==> src/rtl/alu_pkg.sv <==
// alu_pkg: definitions shared by the combinational ALU and the execute stage.
//   DATA_W_DFLT : default operand/result width
//   REG_W_DFLT  : default destination register index width
//   OP_*        : 4-bit ALU opcodes
//   is_legal_op : 1 when an opcode belongs to the defined set
package alu_pkg;

    localparam int DATA_W_DFLT = 32;
    localparam int REG_W_DFLT  = 5;

    localparam logic [3:0] OP_ADD  = 4'b0010;
    localparam logic [3:0] OP_CBZ  = 4'b0111;
    localparam logic [3:0] OP_SUB  = 4'b1010;
    localparam logic [3:0] OP_AND  = 4'b0110;
    localparam logic [3:0] OP_ORR  = 4'b0100;
    localparam logic [3:0] OP_EOR  = 4'b1001;
    localparam logic [3:0] OP_NOR  = 4'b0101;
    localparam logic [3:0] OP_NAND = 4'b1100;
    localparam logic [3:0] OP_MOV  = 4'b1101;

    function automatic logic is_legal_op(input logic [3:0] op);
        case (op)
            OP_ADD, OP_CBZ, OP_SUB, OP_AND, OP_ORR,
            OP_EOR, OP_NOR, OP_NAND, OP_MOV: return 1'b1;
            default:                         return 1'b0;
        endcase
    endfunction

endpackage

==> src/rtl/alu_exec_stats.sv <==
// alu_exec_stats: event counters for the execute stage.
//   clk, rst_n    : clock, asynchronous active-low reset
//   stat_clr      : synchronous clear of all counters, wins over increments
//   issue_evt     : an operation was accepted into S1 (stat_issued, wraps)
//   illegal_evt   : S2 captured an illegal opcode (stat_illegal, saturates)
//   stall_evt     : S2 held a result that writeback refused (stat_stall, wraps)
module alu_exec_stats (
    input  logic        clk,
    input  logic        rst_n,
    input  logic        stat_clr,
    input  logic        issue_evt,
    input  logic        illegal_evt,
    input  logic        stall_evt,
    output logic [31:0] stat_issued,
    output logic [15:0] stat_illegal,
    output logic [31:0] stat_stall
);

    always_ff @(posedge clk or negedge rst_n) begin
        if (!rst_n) begin
            stat_issued  <= '0;
            stat_illegal <= '0;
            stat_stall   <= '0;
        end else if (stat_clr) begin
            stat_issued  <= '0;
            stat_illegal <= '0;
            stat_stall   <= '0;
        end else begin
            if (issue_evt) begin
                stat_issued <= stat_issued + 32'd1;
            end
            if (illegal_evt && (stat_illegal != 16'hFFFF)) begin
                stat_illegal <= stat_illegal + 16'd1;
            end
            if (stall_evt) begin
                stat_stall <= stat_stall + 32'd1;
            end
        end
    end

endmodule

==> src/rtl/alu_exec_stage.sv <==
// alu_exec_stage: two-stage execute pipeline around the combinational ALU.
// S1 registers the decoded operation and drives it onto the ALU ports; S2
// captures the ALU result plus rd/flags and offers them to writeback.
// No forwarding: hazards are resolved before decode issues.
//
// Ports:
//   clk, rst_n                   : clock, asynchronous active-low reset
//   in_valid/in_ready            : decode handshake
//   in_opcode, in_op_a, in_op_b  : operation to execute
//   in_rd                        : destination register
//   alu_opcode, alu_in_one/two   : registered ALU inputs (hold when S1 empty)
//   alu_result                   : combinational ALU result
//   out_valid/out_ready          : writeback handshake
//   out_result, out_rd           : captured result and destination
//   out_wr_en                    : result should be written (not CBZ, legal)
//   out_branch_taken             : CBZ with alu_result[0] set
//   out_illegal                  : opcode outside the defined set
//   stat_clr, stat_issued, stat_illegal, stat_stall
//                                : only when ALU_EXEC_STATS_EN is defined
//
// Build option: `define ALU_EXEC_STATS_EN to compile in the counters.
module alu_exec_stage
    import alu_pkg::*;
#(
    parameter int DATA_W = DATA_W_DFLT,
    parameter int REG_W  = REG_W_DFLT
) (
    input  logic              clk,
    input  logic              rst_n,
    input  logic              in_valid,
    output logic              in_ready,
    input  logic [3:0]        in_opcode,
    input  logic [DATA_W-1:0] in_op_a,
    input  logic [DATA_W-1:0] in_op_b,
    input  logic [REG_W-1:0]  in_rd,
    output logic [DATA_W-1:0] alu_in_one,
    output logic [DATA_W-1:0] alu_in_two,
    output logic [3:0]        alu_opcode,
    input  logic [DATA_W-1:0] alu_result,
    output logic              out_valid,
    input  logic              out_ready,
    output logic [DATA_W-1:0] out_result,
    output logic [REG_W-1:0]  out_rd,
    output logic              out_wr_en,
    output logic              out_branch_taken,
    output logic              out_illegal
`ifdef ALU_EXEC_STATS_EN
    ,
    input  logic              stat_clr,
    output logic [31:0]       stat_issued,
    output logic [15:0]       stat_illegal,
    output logic [31:0]       stat_stall
`endif
);

    logic             s1_valid;
    logic [REG_W-1:0] s1_rd;
    logic             s2_free;
    logic             s1_adv;
    logic             accept;
    logic             s1_is_cbz;
    logic             s1_illegal;

    assign s2_free    = !out_valid || out_ready;
    assign s1_adv     = s1_valid && s2_free;
    assign in_ready   = !s1_valid || s1_adv;
    assign accept     = in_valid && in_ready;
    assign s1_is_cbz  = (alu_opcode == OP_CBZ);
    assign s1_illegal = !is_legal_op(alu_opcode);

    // S1: the ALU input ports are the S1 registers themselves, so they keep
    // their last values while S1 is empty.
    always_ff @(posedge clk or negedge rst_n) begin
        if (!rst_n) begin
            s1_valid   <= 1'b0;
            alu_opcode <= '0;
            alu_in_one <= '0;
            alu_in_two <= '0;
            s1_rd      <= '0;
        end else if (accept) begin
            s1_valid   <= 1'b1;
            alu_opcode <= in_opcode;
            alu_in_one <= in_op_a;
            alu_in_two <= in_op_b;
            s1_rd      <= in_rd;
        end else if (s1_adv) begin
            s1_valid   <= 1'b0;
        end
    end

    // S2: payload only changes on capture, so it stays stable under backpressure.
    always_ff @(posedge clk or negedge rst_n) begin
        if (!rst_n) begin
            out_valid        <= 1'b0;
            out_result       <= '0;
            out_rd           <= '0;
            out_wr_en        <= 1'b0;
            out_branch_taken <= 1'b0;
            out_illegal      <= 1'b0;
        end else if (s1_adv) begin
            out_valid        <= 1'b1;
            out_result       <= alu_result;
            out_rd           <= s1_rd;
            out_wr_en        <= !s1_is_cbz && !s1_illegal;
            out_branch_taken <= s1_is_cbz && alu_result[0];
            out_illegal      <= s1_illegal;
        end else if (out_ready) begin
            out_valid        <= 1'b0;
        end
    end

`ifdef ALU_EXEC_STATS_EN
    alu_exec_stats u_stats (
        .clk          (clk),
        .rst_n        (rst_n),
        .stat_clr     (stat_clr),
        .issue_evt    (accept),
        .illegal_evt  (s1_adv && s1_illegal),
        .stall_evt    (out_valid && !out_ready),
        .stat_issued  (stat_issued),
        .stat_illegal (stat_illegal),
        .stat_stall   (stat_stall)
    );
`endif

endmodule

==> config.mk <==
export PLATFORM = sky130hd
export DESIGN_NAME = alu_exec_stage
export DESIGN_NICKNAME = d
export VERILOG_FILES = /design/src/rtl/alu_pkg.sv /design/src/rtl/alu_exec_stats.sv /design/src/rtl/alu_exec_stage.sv
export SDC_FILE = /design/constraint.sdc
export NUM_CORES = 1
export LEC_CHECK = 0
export BUFFER_PORTS_ARGS = -buffer_cell sky130_fd_sc_hd__buf_2
export CAP_MARGIN = 5
export CORE_UTILIZATION = 40
export CTS_CLUSTER_SIZE = 30
export DETAILED_ROUTE_END_ITERATION = 6
export PLACE_DENSITY = 0.73
export RECOVER_POWER = 50
export SYNTH_ARGS = -nofsm -noshare
export SYNTH_HDL_FRONTEND = slang
export SYNTH_HIERARCHICAL = 1
export SYNTH_SLANG_ARGS = --single-unit
export TNS_END_PERCENT = 20
==> constraint.sdc <==
create_clock -name clk -period 2.3 [get_ports clk]
set_clock_uncertainty 0.05 [all_clocks]
set_input_delay 0.575 -clock clk [delete_from_list [all_inputs] [get_ports clk]]
set_output_delay 0.575 -clock clk [all_outputs]
set_load 0.1 [all_outputs]
### Word level (Yosys, flattened, before mapping)

Memories as Yosys holds them, arrays and structs flattened.
Index checks and enable logic that the tools add are counted.

| operators by class | value |
|---|---|
| equality and inequality tests | 1 |
| muxes and demuxes | 4 |
| reduce and logical (&&, ||, !) cells | 12 |

Operators by type and width:

| operator | number |
|---|---|
| $eq A4 B3 Y1 const B | 1 |
| $logic_and A1 B1 Y1 | 4 |
| $logic_not A1 Y1 | 4 |
| $mux W1 | 4 |
| $reduce_bool A2 Y1 | 2 |
| $logic_or A1 B1 Y1 | 2 |

| storage, ports and cells | value |
|---|---|
| flip-flop bits (word level) | 115 |
| bits in read-only memories | 16 |
| input port bits | 109 |
| output and inout bits | 110 |
| memories | 1 |

Memory list:

| name | words | width | read ports | clocked after memory_dff | wr ports | RTL line | source |
|---|---|---|---|---|---|---|---|
| (name not given) | 16 | 1 | 1 | 0 | 0 | alu_pkg.sv:22 | `case (op)` |

### Depth between registers and ports, before layout

Gate-level depths: netlist of the first run.

| depth | value |
|---|---|
| word-level depth | 6 |
| mapped depth | 5 |
| mapped depth without buffers | 5 |

### Worst setup path after synthesis of the first run

OpenSTA, ideal clock, no wires.

| path | value |
|---|---|
| kind | register -> register |
| start | register out_valid |
| end | register alu_opcode[2] |
| data arrival time | 2.258 ns |
| data required time | 2.124 ns |
| path slack | -0.134 ns |
| stages on the path, launching flop included | 5 |
| path buffers | 1 |
| cells stage by stage | dfrtp_1 nand3b_4 nand2_4 buf_6 mux2_2 |

| between the ends | value |
|---|---|
| longest elaborated chain between the ends | 5 |

RTL lines:

| element | RTL line | source |
|---|---|---|
| start, declared | alu_exec_stage.sv:40 | `output logic out_valid,` |
| start signal, assigned | alu_exec_stage.sv:94 | `out_valid <= 1'b0;` |
| start signal, assigned | alu_exec_stage.sv:101 | `out_valid <= 1'b1;` |
| start signal, assigned | alu_exec_stage.sv:108 | `out_valid <= 1'b0;` |
| $logic_not A1 Y1 | alu_exec_stage.sv:64 | `assign s2_free = !out_valid \|\| out_ready;` |
| $logic_or A1 B1 Y1 | alu_exec_stage.sv:64 |  |
| $logic_and A1 B1 Y1 | alu_exec_stage.sv:65 | `assign s1_adv = s1_valid && s2_free;` |
| $logic_or A1 B1 Y1 | alu_exec_stage.sv:66 | `assign in_ready = !s1_valid \|\| s1_adv;` |
| via in_ready | alu_exec_stage.sv:31 | `output logic in_ready,` |
| $logic_and A1 B1 Y1 | alu_exec_stage.sv:67 | `assign accept = in_valid && in_ready;` |
| end signal, assigned | alu_exec_stage.sv:82 | `alu_opcode <= in_opcode;` |
| end, declared | alu_exec_stage.sv:38 | `output logic [3:0] alu_opcode,` |

The timed path passes the listed nets, and every way through them passes these cells.
A chain may end at the register's enable or synchronous reset.

### Worst setup path in the final report of the first run

| path | value |
|---|---|
| start | register s1_valid |
| end | output port in_ready |

| between the ends | value |
|---|---|
| longest elaborated chain between the ends | 2 |
| elaborated cells between the ends (all ways) | 3 |
| classes of those cells | 3 x reduce/logical |

RTL lines:

| element | RTL line | source |
|---|---|---|
| start, declared | alu_exec_stage.sv:56 | `logic s1_valid;` |
| start signal, assigned | alu_exec_stage.sv:75 | `s1_valid <= 1'b0;` |
| start signal, assigned | alu_exec_stage.sv:81 | `s1_valid <= 1'b1;` |
| start signal, assigned | alu_exec_stage.sv:87 | `s1_valid <= 1'b0;` |
| $logic_not A1 Y1 / $logic_and A1 B1 Y1 (equally long branches) | alu_exec_stage.sv:66, alu_exec_stage.sv:65 |  |
| $logic_or A1 B1 Y1 (*) | alu_exec_stage.sv:66 |  |
| end, declared | alu_exec_stage.sv:31 |  |

Mark *: on every way between the ends. The rest lies on a longest branch, timed or not.

==> results of run 1 <==
cell usage in the layout, fill, tap and decap left out, types with 2 or more instances in the layout:
| cell | instances |
|---|---|
| buf_2 | 217 |
| dfrtp_1 | 114 |
| mux2_2 | 89 |
| mux2_1 | 23 |
| clkbuf_16 | 16 |
| clkbuf_8 | 5 |
| bufinv_16 | 5 |
| clkbuf_1 | 4 |
| nand2b_1 | 3 |
| clkinv_2 | 3 |
| clkbuf_2 | 3 |
| nand2_1 | 2 |
| nor2b_1 | 2 |
| ha_1 | 2 |
logic make-up after synthesis:
logic type,Yosys count,synth area share (%)
compound gates,3,0.5426
simple gates,11,1.884
buf+inv,12,2.569
mux,112,28.78
flops,115,65.66
fa+ha+maj,2,0.5708
area by class of cell:
class                      instances  area share, %
multi-input combinational        128          22.31
sequential                       115          46.12
tap                              136          2.726
clock buffer                      23          7.637
inverter                           1        0.06013
timing repair buffer             225          18.36
clock inverter                     9          2.786
power groups by stage:
stage                     clock network [mW]  logic [mW]  registers (mW)
final                                   2.85        3.26            2.51
after global routing                    3.01        3.36            2.56
after CTS                               2.92        3.29            2.52
after detailed placement                   0        3.29            2.55
after global placement                     0        3.26            2.53
after floorplan                            0       0.424            4.83
worst max-delay path: stages (launching register included):
cell and delay, ns:
dfrtp_1 0.44, nand3b_4 0.13, buf_2 0.43
flip-flops by register name, summed over array words and instances, names as in the netlist:
register          flops
alu_in_one           32
alu_in_two           32
out_result           32
out_rd                5
s1_rd                 5
alu_opcode            4
out_branch_taken      1
out_illegal           1
out_valid             1
out_wr_en             1
s1_valid              1
stage by stage:
stage | worst slack, ns | util (%)
finish | 0.1608 | 59.66
global route | 0.09545 | 59.66
CTS | 0.1203 | 59.93
detailed placement | 0.4094 | 53.61
global placement | 0.4401 | 53.61
floorplan | 0.2427 | -
routing by layer:
metal  part of all wire (%)  up-vias
li1                       -     1368
met5                      0        -
met2                     51      135
met3                    8.2       15
met1                     39     1447
met4                    1.9        0
how the worst max path moves through the flow:
| stage | slack (ns) | from | to | depth (start not counted) |
|---|---|---|---|---|
| after floorplan | 0.24 | out_valid | alu_opcode[2] | 4 |
| after global placement | 0.44 | out_ready | in_ready | 3 |
| after detailed placement | 0.41 | out_ready | alu_in_one[25] | 5 |
| after CTS | 0.12 | s1_valid | in_ready | 2 |
| after global routing | 0.1 | s1_valid | in_ready | 2 |
| final | 0.16 | s1_valid | in_ready | 2 |
==> results.md, run 1 <==
* Worst-margin pin slew at 1.021 ns
* Fillers at 881
* Startpoint Class: flop
* Worst r2r src: s1_valid
* Clock root buffer: clkbuf_8
* Num rows at 37
* Register area at 2879 sq um
* Core Footprint at 10460 sq um
* CTS clk-pin slew, worst paths at 0.06 ns
* Distinct cell type count after synthesis at 17
* Hold WC Path Type: in -> reg
* Grt met3 use at 6.565%
* Leakage power at 3.070 nW
* DP Area at 5609 sq um
* Hold Crit Start: in_op_a[0]
* Post-CTS setup buffers at 0
* Power density over the cells at 1382 nW/um^2
* Vias per cell at 4.655
* Mapped cell area at 4383 sq um
* WS Path Type: reg -> out
* Combinational fraction of design power at 37.9%
* WHS Endpoint: alu_in_one[0]
* Clock network power share at 33.0%
* Capturing point of the worst reg2reg path: alu_opcode[2]
* Drt pass-1 iters at 4
* Worst rel slew slack at 31.96%
* Final hold viol count at 0
* Largest cells by area after synthesis: dfrtp_1, mux2_2, mux2_1, buf_6, buf_4
* Crit share post-route at 93.01%
* Synth Net Count at 366
* Die area at 11380 sq um
* Dominant cell type by area after synthesis: dfrtp_1
* Area Overhead vs Synth at 42.42%
* CTS resizes at 0
* Clock latency on the worst-skew pair at 0.51 ns
* RD Place Congestion at 0.7711
* Num Clock Sinks at 115
* RSZ-0062 raised after global routing: false
* Total CTS buffers at 17
* Sw power at 3.736 mW
* Top cell type's share of synthesized area at 65.66%
* Number of remaining DRC errors at 0
* Inserted Diodes at 0
* Overflow after GRT at 0
* Max Root-Sink Buffers at 2
* VDD IR max at 0.0007108 V
* CTS tree: built
* Minimum hold slack at 0.2179 ns
* R2R depth at 4
* Grt peak-use layer: met2
* Max Fclk at 0.4675 GHz
* Yosys reg bits at 115
* Worst Hold Path Cells at 2
* Max-cap violations at 0
* Crit path arrival time at 1.51 ns
* H-tree level count at 4
* Setup tns final at 0 ns
* Initial Utilization at 41.89%
* Post-synth EDFFs at 0
* Most frequent cell after synthesis: dfrtp_1
* Critical Path Fanout Max at 4
* Final std cells w/o fill at 637
* CTS Hold Bufs at 1
* Req. time, crit path at 1.67 ns
* Die Width at 106.7 um
* P_int at 4.888 mW
* Placed insts at 604
* Drt total wl at 9627 um
* Die Y at 106.7 um
* Largest net degree at the start of global routing at 74
* Setup violations, final at 0
* Share of cells above drive strength 1 at 68.66%
* Post-synth ARST share at 100.0%
* Pwr Total at 8.624 mW
* Starting DRC count in detailed routing at 87
* Syn_area_per_cell at 17.19 sq um
* Vias in the first global route at 3098
* GRT Util Overall at 17.64%
* Routed wire per std cell at 15.11 um
* DR vias at 2965
* DP HPWL at 6928 um
* Predominant post-synthesis flop cell: dfrtp_1
* M2 GR Usage at 30.14%
* Synthesis Warnings at 6
* Reg2reg setup slack at 0.23 ns
* Commonest cells post-synth: dfrtp_1, mux2_2, mux2_1
* Final Max Tran Viols at 0
* Final net count at 599
* Met1 usage at 19.26%
* Area of the multi-input gates at 1393 sq um
* Share of power burned in registers at 29.1%
* First-pass GRT wire length at 15130 um
* Switching share of power at 43.32%
* Port bufs at 218
* Cells after Synth at 255
* Min Tclk post-route at 2.139 ns
* Crit path capture type: primary output
* Final ANT Viol Nets at 0
* Post-route cell area at 6242 sq um
* Sequential fraction of the synthesis area at 65.66%
* Top Ports at 219
* Outcome: finished, final reports clean
* Initial antenna violation count at 0
No activity file was read; power rests on OpenSTA's default activity.
==> inputs of run 2 (changes only) <==
--- a/config.mk
+++ b/config.mk
@@ -10,7 +10,7 @@
 export CORE_UTILIZATION = 40
 export CTS_CLUSTER_SIZE = 30
 export DETAILED_ROUTE_END_ITERATION = 6
-export PLACE_DENSITY = 0.73
+export PLACE_DENSITY = 0.76
 export RECOVER_POWER = 50
 export SYNTH_ARGS = -nofsm -noshare
 export SYNTH_HDL_FRONTEND = slang
==> constraint.sdc (replaced) <==
create_clock -name clk -period 1.92 [get_ports clk]
set_clock_uncertainty 0.05 [all_clocks]
set_input_delay 0.48 -clock clk [delete_from_list [all_inputs] [get_ports clk]]
set_output_delay 0.48 -clock clk [all_outputs]
set_load 0.1 [all_outputs]
==> run 2 against run 1 <==
  * Wire length rose by 1.5%
  * Sequential power grew 20%
  * Sequential share of layout area grew 0.18 points
  * Sequential cell count stayed put
  * Cell area is 0.22% lower
  * Final cell count up 0.63%
  * Non-clock buffer count up 4
  * Die area is the same
  * Setup slack got worse by 0.11 ns
  * Worst hold slack got worse by 0.080 ns
  * Core utilization down 0.13 points
  * Global-route usage grew 0.17 points
  * Largest cell class unchanged
==> results.md, run 2 (same netlist as run 1, synthesis figures left out) <==
* Starting DRC count in detailed routing at 84
* Clock root buffer: clkbuf_8
* WP buf/inv at 1
* RSZ-0062 raised after global routing: false
* Commonest non-fill, non-tap cells in the layout: buf_2, dfrtp_1, mux2_2
* Req. time, crit path at 1.39 ns
* Area of the multi-input gates at 1385 sq um
* Vias in the first global route at 3079
* Register area at 2884 sq um
* Die area at 11380 sq um
* Min Tclk post-route at 1.866 ns
* Hold Crit Start: in_op_a[18]
* Max Root-Sink Buffers at 2
* CP max-delay cell: dfrtp_1
* CP top delay family: flip-flops
* Port bufs at 218
* First-pass GRT wire length at 15280 um
* Worst Hold Path Cells at 2
* Routed wire per std cell at 15.25 um
* DP Area at 5697 sq um
* GRT Util Overall at 17.81%
* Slowest stage delay, CP at 0.48 ns
* DR vias at 2978
* Switching share of power at 45.15%
* Startpoint Class: flop
* Crit share post-route at 97.18%
* VDD IR max at 0.0007112 V
* Critical-path cell list: buf_4
* Final ANT Viol Nets at 0
* Worst rel slew slack at 50.34%
* Setup violations, final at 0
* Top Ports at 219
* Clock network power share at 30.7%
* Number of remaining DRC errors at 0
* Power density over the cells at 1611 nW/um^2
* RD Place Congestion at 0.7115
* Core Footprint at 10460 sq um
* Total CTS buffers at 17
* Num Clock Sinks at 115
* Max-cap violations at 0
* Worst r2r src: s1_valid
* Num rows at 37
* Worst-margin pin slew at 0.7449 ns
* Crit path capture type: primary output
* Die Y at 106.7 um
* Die Width at 106.7 um
* Capturing point of the worst reg2reg path: s1_rd[0]
* Largest net degree at the start of global routing at 52
* Reg2reg setup slack at 0.24 ns
* DP HPWL at 7383 um
* Outcome: finished, final reports clean
* Critical Path Fanout Max at 7
* Area Overhead vs Synth at 42.11%
* Final hold viol count at 0
* WS Path Type: reg -> out
* Initial Utilization at 41.89%
* Post-route cell area at 6228 sq um
* Combinational fraction of design power at 39.2%
* Share of cells above drive strength 1 at 69.11%
* Overflow after GRT at 0
* Hold WC Path Type: in -> reg
* Biggest regs: alu_in_one: 32 flops, alu_in_two: 32 flops, out_result: 32 flops
* Vias per cell at 4.646
* Most common cell after layout, fill and taps aside: buf_2
* R2R depth at 4
* H-tree level count at 4
* Inserted Diodes at 0
* CTS clk-pin slew, worst paths at 0.06 ns
* Setup tns final at 0 ns
* Drt total wl at 9775 um
* Drt pass-1 iters at 3
* Share of power burned in registers at 30.1%
* Final net count at 603
* CTS tree: built
* P_int at 5.502 mW
* Leakage power at 3.045 nW
* WHS Endpoint: alu_in_one[18]
* Max Fclk at 0.5360 GHz
* Initial antenna violation count at 0
* Fillers at 858
* Sw power at 4.530 mW
* Post-CTS setup buffers at 0
* Clock latency on the worst-skew pair at 0.50 ns
* Crit path arrival time at 1.34 ns
* Final Max Tran Viols at 0
[run 2: final cells by class]
cell class,count,share of cell area [%]
tap,136,2.732
multi-input combinational,128,22.24
clock buffer,19,6.930
sequential,115,46.30
clock inverter,13,2.571
inverter,1,0.06027
timing repair buffer,229,19.16
[run 2: worst max-delay path by stage]
stage / depth (start not counted) / end / slack, ns / start
final: 1 / alu_opcode[3] / 0.05 / alu_opcode[3]
after detailed placement: 5 / alu_in_one[11] / 0.19 / out_ready
after CTS: 1 / alu_opcode[0] / 0.03 / alu_opcode[0]
after global placement: 5 / alu_in_two[1] / 0.24 / out_ready
after global routing: 1 / alu_opcode[3] / 0.002 / alu_opcode[3]
after floorplan: 4 / alu_opcode[2] / 0.01 / out_valid
[run 2: power by group through the flow]
stage          combinational, mW  sequential (mW)  clock (mW)
2_1_floorplan              0.507             5.79           0
6_report                    3.93             3.02        3.08
5_1_grt                     4.03             3.07        3.28
3_3_place_gp                3.93             3.03           0
3_5_place_dp                3.98             3.06           0
4_1_cts                     3.98             3.02        3.16
[run 2: timing repair]
| item | 4_1_cts | 5_1_grt |
|---|---|---|
| pin swaps | 0 | 0 |
| hold buffers | 1 | 0 |
| endpoints found under the setup margin | 3 | 1 |
| gates resized for setup | 3 | 1 |
| endpoints found under the hold margin | 25 | 0 |
[run 2: stage by stage]
| step | instances | setup slack (ns) | utilization (%) | power [mW] | hold slack [ns] |
|---|---|---|---|---|---|
| floorplan | 255 | 0.01477 | - | 6.294 | 0.1344 |
| global placement | 608 | 0.2399 | 54.45 | 6.963 | 0.3799 |
| detailed placement | 608 | 0.1867 | 54.45 | 7.038 | 0.3906 |
| CTS | 641 | 0.02636 | 60.27 | 10.17 | 0.1079 |
| global route | 641 | 0.002328 | 59.53 | 10.38 | 0.1103 |
| finish | 641 | 0.05421 | 59.53 | 10.03 | 0.1377 |
[run 2: per-layer routing]
metal  track usage, %  part of all wire (%)
met2            30.28                    51
met4            8.611                   1.9
met1            20.33                    40
met3            5.532                   7.0
met5                0                     0
